===== src/rtl/pg_gen_stage.sv =====
// ============================================================================
// Module      : pg_gen_stage
// Description : Registered propagate/generate front end for the add/sub
//               datapath. A 2-entry skid buffer sits between the source and the carry chain.
// Revision    : 1.0 - initial release
// ============================================================================
`default_nettype none

module pg_gen_stage #(
    parameter int WIDTH = 8
) (
    input  logic             clk,
    input  logic             rst,
    input  logic             in_valid,
    output logic             in_ready,
    input  logic [WIDTH-1:0] a,
    input  logic [WIDTH-1:0] b,
    input  logic             sub,
    output logic             out_valid,
    input  logic             out_ready,
    output logic [WIDTH-1:0] p,
    output logic [WIDTH-1:0] g,
    output logic             c_in,
    output logic             op_sub
);

    localparam logic [1:0] c_st_empty = 2'd0;
    localparam logic [1:0] c_st_one   = 2'd1;
    localparam logic [1:0] c_st_two   = 2'd2;

    logic [1:0]       r_state;
    logic [1:0]       w_state_nxt;
    logic [WIDTH-1:0] r_main_p, r_main_g, r_skid_p, r_skid_g;
    logic             r_main_sub, r_skid_sub;

    logic [WIDTH-1:0] w_b_eff, w_p, w_g;
    logic             w_in_acc, w_out_acc;
    logic             w_ld_main_in, w_ld_main_skid, w_ld_skid;

    // Subtraction is A + ~B + 1; the +1 travels as carry-in (== sub).
    assign w_b_eff = b ^ {WIDTH{sub}};
    assign w_p     = a ^ w_b_eff;
    assign w_g     = a & w_b_eff;

    assign out_valid = (r_state != c_st_empty);
    assign in_ready  = ~rst & (r_state != c_st_two);
    assign w_in_acc  = in_valid & in_ready;
    assign w_out_acc = out_valid & out_ready;

    assign p      = r_main_p;
    assign g      = r_main_g;
    assign c_in   = r_main_sub;
    assign op_sub = r_main_sub;

    always_comb begin
        w_state_nxt    = r_state;
        w_ld_main_in   = 1'b0;
        w_ld_main_skid = 1'b0;
        w_ld_skid      = 1'b0;
        case (r_state)
            c_st_empty: begin
                if (w_in_acc) begin
                    w_ld_main_in = 1'b1;
                    w_state_nxt  = c_st_one;
                end
            end
            c_st_one: begin
                if (w_in_acc && w_out_acc) begin
                    w_ld_main_in = 1'b1;
                end else if (w_out_acc) begin
                    w_state_nxt = c_st_empty;
                end else if (w_in_acc) begin
                    w_ld_skid   = 1'b1;
                    w_state_nxt = c_st_two;
                end
            end
            c_st_two: begin
                if (w_out_acc) begin
                    w_ld_main_skid = 1'b1;
                    w_state_nxt    = c_st_one;
                end
            end
            default: w_state_nxt = c_st_empty;
        endcase
    end

    always_ff @(posedge clk or posedge rst) begin
        if (rst) begin
            r_state    <= c_st_empty;
            r_main_p   <= '0;
            r_main_g   <= '0;
            r_main_sub <= 1'b0;
            r_skid_p   <= '0;
            r_skid_g   <= '0;
            r_skid_sub <= 1'b0;
        end else begin
            r_state <= w_state_nxt;
            if (w_ld_main_in) begin
                r_main_p   <= w_p;
                r_main_g   <= w_g;
                r_main_sub <= sub;
            end else if (w_ld_main_skid) begin
                r_main_p   <= r_skid_p;
                r_main_g   <= r_skid_g;
                r_main_sub <= r_skid_sub;
            end
            if (w_ld_skid) begin
                r_skid_p   <= w_p;
                r_skid_g   <= w_g;
                r_skid_sub <= sub;
            end
        end
    end

endmodule

`default_nettype wire

===== config.mk =====
export PLATFORM = sky130hd
export DESIGN_NAME = pg_gen_stage
export DESIGN_NICKNAME = d
export VERILOG_FILES = /design/src/rtl/pg_gen_stage.sv
export SDC_FILE = /design/constraint.sdc
export NUM_CORES = 1
export LEC_CHECK = 0
export CAP_MARGIN = 40
export CORE_UTILIZATION = 48
export DETAILED_ROUTE_END_ITERATION = 8
export PLACE_DENSITY = 0.77
export REMOVE_ABC_BUFFERS = 1
export SLEW_MARGIN = 20
export SYNTH_ARGS = -nofsm -noshare
export SYNTH_HDL_FRONTEND = slang
export SYNTH_SLANG_ARGS = --single-unit

===== constraint.sdc =====
create_clock -name clk -period 1.6 [get_ports clk]
set_input_delay 0.32 -clock clk [delete_from_list [all_inputs] [get_ports clk]]
set_output_delay 0.32 -clock clk [all_outputs]
set_load 0.1 [all_outputs]

==> impl_metrics.tcl <==
set metrics [dict create \
    yosys.area.top_type "dfrtp_1" \
    grt_antenna_before_repair 0 \
    clock_sinks 36 \
    yosys_warnings 0 \
    drt_iter0_drc 26 \
    leakagePower_nw 1.25 \
    worst_slack_ps 70.7 \
    htreeDepth 2 \
    die_h_um 63.4 \
    start_util_pct 52.1 \
    crit_start "out_ready" \
    clock_skew_ps 4.50 \
    fin_crit_ps 1530 \
    routabilityCongestion 0.684 \
    critPathCaptureType "flop" \
    grt_pass1_vias 1272 \
    nets 205 \
    drcViolationCount 0 \
    synth-edff-count 0 \
    cts_root_buffer "clkbuf_8" \
    critPathMaxFanout 13 \
    cts_hold_buffers 0 \
    dp_cells 210 \
    grt_overflow 0 \
    die_w_um 63.4 \
    synth_cell_types 22 \
    rr_startpoint "r_state[1]$_DFFE_PP0P_" \
    tightest_slew_ps 214 \
    synth_area_per_cell_um2 14.6 \
    path_class "in2reg" \
    synth_area_leaders "dfrtp_1, mux2_2, mux2_1" \
    numPortBuffers 40 \
    rrSetupSlack_ps 90 \
    drive_gt1_share_pct 49.2 \
    status "finished, final reports clean" \
    grt_pass1_wl_um 5980 \
    fmax_mhz 654 \
    path_cells "clkdlybuf4s50_1 -> nand3b_4 -> buf_12 -> mux2_1 -> mux2_2" \
    clk_latency_ps 290 \
    startpoint_type "primary input" \
    total_power_w 0.00464 \
    synthArstFlopShare_pct 100 \
    hold_slack_ps 437 \
    row_count 21 \
    ys_top_cells_by_count "mux2_2, dfrtp_1, mux2_1" \
    ir_worst_vdd_mv 0.974 \
    maxSlewViolCount 0 \
    area_growth_syn_to_layout_pct 48.6 \
    via_per_inst 5.11 \
    diodes 0 \
    num_vias 1140 \
    dp_hpwl_um 2310 \
    ant_nets 0 \
    clkTransAtPathRegs_ps 70 \
    p_per_area_nw_per_um2 1730 \
    cts_tree "yes" \
    cts_inserted_buffers 5 \
    ys_ff_latch 36 \
    max_slew_margin_pct 85.3 \
    routedWlPerCell_um 15.6 \
    slowest_stage "clkdlybuf4s50_1" \
    synth_top_area_share_pct 49.9 \
    max_stage_delay_ps 540 \
    synth-main-ff-cell "dfrtp_1" \
    drtPass1Iterations 4 \
    dp_slack_ps -319 \
    required_ps 1770 \
    routed_wl_um 3470 \
    clockBufferDepth 2 \
    coreArea_um2 3470 \
    ys_seq_area_share_pct 49.9 \
    rsz0062_at_grt "no" \
    setup-tns-final_ps 0 \
    cap_violations 0 \
    fin_cells 223 \
    worstPathArrival_ps 1700 \
    netlist_instances 124 \
    finalHoldViolations 0 \
    setup_violations 0 \
    fin_crit_sh_pct 95.6 \
    track_usage_pct 20.2 \
    yosysMostFrequentCell "mux2_2" \
    critPathTopFamily "buffers and inverters" \
    hold_class "in2async" \
    synth_area_um2 1810 \
    grt_max_degree 37 \
    ioPinCount 41 \
    cp_num_buf_inv 2 \
    dieArea_um2 4010 \
]
## logic make-up after synthesis
family,synth area share [%]
AND/OR/NAND/NOR,3.74
AO/OA/AOI/OAI,1.66
buffers and inverters,2.98
multiplexers,32.3
adder cells (fa/ha/maj),5.54
XOR/XNOR,3.88
flip-flops,49.9
## report_power, final
| part | switching [W] | internal, W |
|---|---|---|
| Sequential | 0.000234 | 0.00122 |
| Clock | 0.000314 | 0.000462 |
| Combinational | 0.00141 | 0.00100 |
| Total | 0.00196 | 0.00269 |
## final timing paths
kind,cells after the start,end
min in group clk,1,r_skid_g[3]$_DFFE_PP0P_
max,5,p[3]$_DFFE_PP0P_
min,4,r_state[0]$_DFFE_PP0P_
min reg2reg,1,r_skid_g[3]$_DFFE_PP0P_
max reg2reg,5,g[2]$_DFFE_PP0P_
max in group asynchronous,4,r_state[1]$_DFFE_PP0P_
## stage by stage
step,instance area (µm²),util [%]
2_1_floorplan,1760,-
3_3_place_gp,2510,72.5
3_5_place_dp,2510,72.5
4_1_cts,2680,77.3
5_1_grt,2690,77.4
6_report,2690,77.4
## registers in the layout (all words and copies together), names as in the netlist
signal,cells
r_skid_g,8
r_skid_p,8
g,8
p,8
r_skid_sub,1
c_in,1
r_state,2
## repair_timing
action	4_1_cts	5_1_grt
endpoints found under the setup margin	8	17
setup buffers	5	0
gates resized for setup	4	1
## layout by cell type (no fill, tap or decap)
cell	Yosys	final
o21ai_2	1	1
o21ai_0	1	1
nand2b_1	1	1
nand3b_4	1	1
bufinv_16	0	1
nor3b_4	1	1
buf_4	2	6
nand2_2	1	1
or2_2	1	1
ha_1	8	8
a21oi_4	0	1
clkbuf_8	0	5
o22ai_1	1	1
clkbuf_1	1	1
a21oi_1	2	1
nor2b_2	0	1
clkdlybuf4s50_1	0	19
clkinv_2	0	1
buf_12	0	25
dfrtp_2	0	1
xor2_1	8	8
mux2_2	41	41
dlygate4sd2_1	0	1
mux2i_1	1	1
inv_1	2	2
dfrtp_1	36	35
mux2_1	10	10
nand2_1	1	1
## worst reg2reg max path: stages (launching register included)
cell     delay (ps)
dfrtp_2         410
buf_4           160
nor3b_4         260
o21ai_2         110
buf_12          170
mux2_2          280
## per-layer routing
layer  vias to the layer above  part of all wire, %  GRT usage [%]
met5                         -                    0              0
met4                         0                  1.6           9.09
met3                         6                  5.2           6.16
met2                        38                   51           32.3
met1                       554                   42           24.9
li1                        542                    -              -
## area by class of cell
class / count / area (µm²)
clock buffer: 6 / 72.6
clock inverter: 2 / 35.0
fill: 219 / 783
inverter: 2 / 7.51
multi-input combinational: 80 / 866
sequential: 36 / 902
tap: 46 / 57.6
timing repair buffer: 51 / 744
Power figures use the tool's default switching activity.
